File: config.mk
export PLATFORM = sky130hd
export DESIGN_NAME = load_store_unit
export DESIGN_NICKNAME = d
export VERILOG_FILES = /design/src/rtl/ls_pkg.sv /design/src/rtl/ls_align.sv /design/src/rtl/load_store_unit.sv
export SDC_FILE = /design/constraint.sdc
export NUM_CORES = 1
export LEC_CHECK = 0
export ABC_AREA = 1
export CORE_ASPECT_RATIO = 0.5
export CORE_MARGIN = 2
export CORE_UTILIZATION = 45
export CTS_CLUSTER_DIAMETER = 30
export DETAILED_ROUTE_END_ITERATION = 10
export GPL_TIMING_DRIVEN = 0
export PLACE_DENSITY = 0.81
export SYNTH_ARGS = -nofsm -noshare
export SYNTH_HDL_FRONTEND = slang
export SYNTH_SLANG_ARGS = --single-unit
File: constraint.sdc
create_clock -name clk -period 5.2 [get_ports clk]
set_clock_uncertainty 0.2 [all_clocks]
set_input_delay 1.04 -clock clk [delete_from_list [all_inputs] [get_ports clk]]
set_output_delay 1.04 -clock clk [all_outputs]
set_load 0.005 [all_outputs]
File: src/rtl/ls_pkg.sv
// Shared encodings for the load/store unit: access sizes, FSM states, memory depth.
package ls_pkg;
  localparam int LS_MEM_WORDS = 256;
  localparam int LS_LANES     = 4;

  typedef enum logic [1:0] {
    SZ_BYTE = 2'b00,
    SZ_HALF = 2'b01,
    SZ_WORD = 2'b10,
    SZ_RSVD = 2'b11
  } ls_size_e;

  typedef enum logic [1:0] {
    IDLE = 2'b00,
    RD   = 2'b01,
    WR   = 2'b10,
    RESP = 2'b11
  } ls_state_e;
endpackage

File: src/rtl/ls_align.sv
// Byte-lane merge for sub-word stores and extract/extend for loads (little-endian).
module ls_align
  import ls_pkg::*;
(
  input  logic [1:0]  size,
  input  logic [1:0]  lane,
  input  logic        sgn,
  input  logic [31:0] wdata,
  input  logic [31:0] rword,
  output logic [31:0] merged,
  output logic [31:0] ldata
);
  logic [LS_LANES-1:0][7:0] rb, wb, mb;
  logic [LS_LANES-1:0]      be;
  logic [31:0]              sh;

  assign rb = rword;

  always_comb begin
    be = '1;
    case (size)
      SZ_BYTE: be = LS_LANES'(1) << lane;
      SZ_HALF: be = LS_LANES'(3) << lane;
      default: be = '1;
    endcase
  end

  // Right-aligned store data is replicated so each lane picks its own byte.
  for (genvar i = 0; i < LS_LANES; i++) begin : g_lane
    assign wb[i] = (size == SZ_BYTE) ? wdata[7:0] :
                   (size == SZ_HALF) ? wdata[8*(i%2) +: 8] :
                                       wdata[8*i +: 8];
    assign mb[i] = be[i] ? wb[i] : rb[i];
  end

  assign merged = mb;
  assign sh     = rword >> {lane, 3'b000};

  always_comb begin
    ldata = rword;
    case (size)
      SZ_BYTE: ldata = {{24{sgn & sh[7]}}, sh[7:0]};
      SZ_HALF: ldata = {{16{sgn & sh[15]}}, sh[15:0]};
      default: ldata = rword;
    endcase
  end
endmodule

File: src/rtl/load_store_unit.sv
// Single-port load/store unit: word stores write directly, sub-word stores
// do a read-modify-write, loads read and extend; one outstanding request.
module load_store_unit
  import ls_pkg::*;
#(
  parameter int MEM_WORDS = LS_MEM_WORDS
) (
  input  logic        clk,
  input  logic        rst_n,
  input  logic        req_valid,
  output logic        req_ready,
  input  logic        req_we,
  input  logic [1:0]  req_size,
  input  logic        req_signed,
  input  logic [31:0] req_addr,
  input  logic [31:0] req_wdata,
  output logic        resp_valid,
  output logic [31:0] resp_rdata,
  output logic        resp_err,
  output logic        mem_ewr,
  output logic [31:0] mem_dir,
  output logic [31:0] mem_din,
  input  logic [31:0] mem_dout
);
  ls_state_e   state;
  logic        r_we, r_sgn;
  logic [1:0]  r_size, r_lane;
  logic [31:0] r_wdata;
  logic        acc_err;
  logic [31:0] merged, ldata;

  always_comb begin
    acc_err = 1'b0;
    case (req_size)
      SZ_HALF: acc_err = req_addr[0];
      SZ_WORD: acc_err = |req_addr[1:0];
      SZ_RSVD: acc_err = 1'b1;
      default: acc_err = 1'b0;
    endcase
    if ({2'b00, req_addr[31:2]} >= 32'(MEM_WORDS)) acc_err = 1'b1;
  end

  ls_align u_align (
    .size   (r_size),
    .lane   (r_lane),
    .sgn    (r_sgn),
    .wdata  (r_wdata),
    .rword  (mem_dout),
    .merged (merged),
    .ldata  (ldata)
  );

  always_ff @(posedge clk or negedge rst_n) begin
    if (!rst_n) begin
      state      <= IDLE;
      req_ready  <= 1'b1;
      resp_valid <= 1'b0;
      resp_err   <= 1'b0;
      resp_rdata <= '0;
      mem_ewr    <= 1'b0;
      mem_dir    <= '0;
      mem_din    <= '0;
      r_we       <= 1'b0;
      r_sgn      <= 1'b0;
      r_size     <= '0;
      r_lane     <= '0;
      r_wdata    <= '0;
    end else begin
      case (state)
        IDLE: if (req_valid && req_ready) begin
          r_we      <= req_we;
          r_sgn     <= req_signed;
          r_size    <= req_size;
          r_lane    <= req_addr[1:0];
          r_wdata   <= req_wdata;
          req_ready <= 1'b0;
          if (acc_err) begin
            state      <= RESP;
            resp_valid <= 1'b1;
            resp_err   <= 1'b1;
            resp_rdata <= '0;
          end else begin
            mem_dir <= {2'b00, req_addr[31:2]};
            if (req_we && req_size == SZ_WORD) begin
              state   <= WR;
              mem_ewr <= 1'b1;
              mem_din <= req_wdata;
            end else begin
              state <= RD;
            end
          end
        end
        RD: if (r_we) begin
          state   <= WR;
          mem_ewr <= 1'b1;
          mem_din <= merged;
        end else begin
          state      <= RESP;
          resp_valid <= 1'b1;
          resp_rdata <= ldata;
          mem_dir    <= '0;
        end
        WR: begin
          state      <= RESP;
          mem_ewr    <= 1'b0;
          mem_dir    <= '0;
          resp_valid <= 1'b1;
          resp_rdata <= '0;
        end
        RESP: begin
          state      <= IDLE;
          resp_valid <= 1'b0;
          resp_err   <= 1'b0;
          resp_rdata <= '0;
          req_ready  <= 1'b1;
        end
        default: state <= IDLE;
      endcase
    end
  end
endmodule

==> results.env <==
LAYOUT.NETS=1345
DP.FINAL_HPWL_UM=20500
ROUTE.DETAILED.DRC=0
PERIOD_SHARE=0.534
DIE_Y_UM=95.3
FIRST_GLOBAL_VIAS=7499
NUMCTSBUFFERS=17
GPL.FINAL_WEIGHTED_CONGESTION=0.996
HTREEDEPTH=4
PLACE.DETAILED.INSTANCES=1445
HOLD_BUFFERS=0
FF2FF_PATH_DEPTH=7
CAP_VIOLATIONS=0
MOST_COMMON_LIBRARY_CELL_IN_THE_LAYOUT_IGNORING_FILL_AND_TAPS='sky130_fd_sc_hd__nand2_1'
SETUP.WORST_PATH.CLASS='reg2out'
CLOCK_TREE_ROOT_BUFFER_CELL='sky130_fd_sc_hd__clkbuf_16'
SYNTH_CELLS=1016
SYNTHESIS.AREA_UM2=7490
PATH_DEPTH=1
FINAL-MAX-SLEW-VIOLATION-COUNT=0
CORE_AREA_UM2=16400
SYNTH_SEQ_CELLS=138
CLOCK_INSERTION_DELAY_WORST_SKEW_NS=0.43
STATUS='finished, final reports clean'
BOUNDARYPINS=203
CRIT_FAMILY='flip-flops'
PROPORTION_OF_SYNTHESIZED_CHIP_AREA_IN_SEQUENTIAL_CELLS=0.461
WHS_NS=0.278
WORST_PATH_MAX_DELAY_CELL='sky130_fd_sc_hd__dfstp_2'
TRITONCTS='done'
HOLD_CLASS='reg2reg'
DRIVE_ABOVE_1_SHARE=0.0952
FLOORPLAN.DIE.WIDTH_UM=187
VDD_DROP_MAX_mV=0.355
MOST-COMMON-LAYOUT-CELLS='sky130_fd_sc_hd__nand2_1, sky130_fd_sc_hd__clkdlybuf4s50_1, sky130_fd_sc_hd__dfrtp_1'
WORST-PATH-MAX-FANOUT=4
NUM_ANTENNA_CELLS=0
FIRST_ITER_VIOLATIONS=712
FINALPOWER_mW=6.38
FIN_CELLS=1477
DETAIL_ROUTE.VIAS_PER_CELL=5.26
GR-USAGE-ALL-LAYERS=0.305
PLACEMENT_ROWS=33
RELSLEWSLACK=0.573
GRT_MAX_DEGREE=86
GRT_PASS1_WL_UM=41200
PATH_CLK_SLEW_NS=0.07
VIAS=7774
WORSTSETUPSTARTPOINT='req_ready'
ANTENNA_FOUND_INITIAL=0
CTS-RESIZED-GATES=0
RSZ_0062_RAISED_AFTER_GLOBAL_ROUTING='false'
FILL_CELLS=1469
FIRSTDRTPASSITERS=5
TNS_NS=0
STARTING_DENSITY_OF_THE_CORE=0.458
WORST_SLEW_PIN_SLEW_NS=0.640
SETUP_VIOL=0
FINALWORSTPATHREQUIREDPERIOD_NS=2.77
REG2REG_SLACK_NS=2.69
TOTAL_GRT_OVERFLOW=0
CTS-ROOT-TO-SINK-BUFFERS=2
HOLD_PATH_DEPTH=2
CRIT-REG2REG-CAPTURE='r_wdata[15]'
POWER_DENSITY_nW_PER_UM2=610
MAX_FREQ_GHz=0.360
WORSTREG2REGSTART='state[0]'
NUMPORTBUFFERS=200
SYNTHDISTINCTLIBCELLS=37
DRT_WL_TOTAL_UM=26900
CTS_POST_SETUP_BUFFERS_INSERTED=0
WORST-PATH-BUF-INV=1
START_KIND='flop'
CRITICAL-PATH-MAX-STAGE-DELAY_NS=0.58
P_LEAK_nW=4.96
CLOCK_SINKS=138
PLACE_WORST_SETUP_SLACK_NS=2.10
PATH_CELLS='clkdlybuf4s50_1'
LAYOUT-AREA-OVERHEAD-VS-SYNTH_PCT=39.4
HOLD_VIOLATIONS_FINAL=0
CRITICAL_PATH_DATA_REQUIRED_TIME_NS=3.96
SYNTH_AREA_PER_CELL_UM2=7.38
POSTLAYOUTSETUPSLACKWORST_NS=2.43
SYNTHESIS_WARNING_TOTAL=0
DETAIL_ROUTE.WL_PER_CELL_UM=18.2
ROUTE.ANTENNA.REMAINING_NETS=0
CP-ENDPOINT='req_ready'
CRITICAL_PATH_ARRIVAL_NS=1.53
DIE_AREA_UM2=17800
WORST_SETUP_PATH_END_KIND='output port'
metrics by stage:
| step | cell area, um2 | util |
|---|---|---|
| finish | 10500 | 0.639 |
| global route | 10500 | 0.639 |
| CTS | 10500 | 0.639 |
| detailed placement | 9810 | 0.600 |
| global placement | 9780 | 0.598 |
| floorplan | 7500 | - |
cell usage after synthesis, drive strengths merged:
cell,n,share of area
clkinv,1,0.00050
buf,36,0.033
dfstp,1,0.0035
nand2,378,0.20
nor2,92,0.058
o21a,1,0.0010
o21ai,116,0.077
o211ai,6,0.0060
nand3,86,0.059
or2,2,0.0017
o31ai,1,0.0010
o22ai,3,0.0033
inv,87,0.044
clkbuf,17,0.0085
ha,5,0.0083
nand4,11,0.0092
a21oi,20,0.014
dfrtp,137,0.46
conb,1,0.00050
nand3b,15,0.015
flip-flops by register name (all words and copies together) (netlist names), 2 cells and up:
register	count
mem_dir	30
r_lane	2
r_wdata	32
mem_din	32
r_size	2
resp_rdata	32
state	2
layer usage:
metal | GRT usage | routed length, um | vias up | part of all wire
met5 | 0 | 0 | - | 0
met4 | 0.0952 | 551 | 0 | 0.020
met3 | 0.0795 | 2470 | 53 | 0.092
met2 | 0.471 | 11800 | 384 | 0.44
met1 | 0.424 | 12100 | 3669 | 0.45
li1 | - | - | 3668 | -
logic make-up after synthesis:
logic type	after synthesis	share of synthesized area
buffers and inverters	141	0.0863
DFF	138	0.461
AOI/OAI and AO/OA	147	0.103
other	1	0.000500
and+or+nand+nor	584	0.341
adders and majority gates	5	0.00835
power by group:
part	switching (mW)	internal [mW]	total (mW)	leakage [nW]
clock network	0.510	0.815	1.33	0.308
logic	2.06	1.29	3.35	2.86
registers	0.239	1.47	1.70	1.80
total	2.81	3.57	6.38	4.96
worst min path at each step:
stage	startpoint	slack, ns	to
2_1_floorplan	r_wdata[24]	0.25	r_wdata[24]
3_3_place_gp	mem_dir[3]	0.26	mem_dir[3]
3_5_place_dp	mem_din[3]	0.26	mem_din[3]
4_1_cts	mem_din[3]	0.28	mem_din[3]
5_1_grt	mem_din[1]	0.30	mem_din[1]
6_report	mem_din[3]	0.28	mem_din[3]
final cells by class:
class                           count  area, um2  share of cell area
Tap cell                          227        284              0.0272
Buffer                             53        312              0.0298
Inverter                           88        335              0.0321
Clock buffer                       18        429              0.0411
Timing Repair Buffer              201       2030               0.194
Sequential cell                   138       3450               0.331
Multi-Input combinational cell    738       3400               0.325
Clock inverter                     14        209              0.0200
Note: power is estimated with default switching activity, not from simulation.
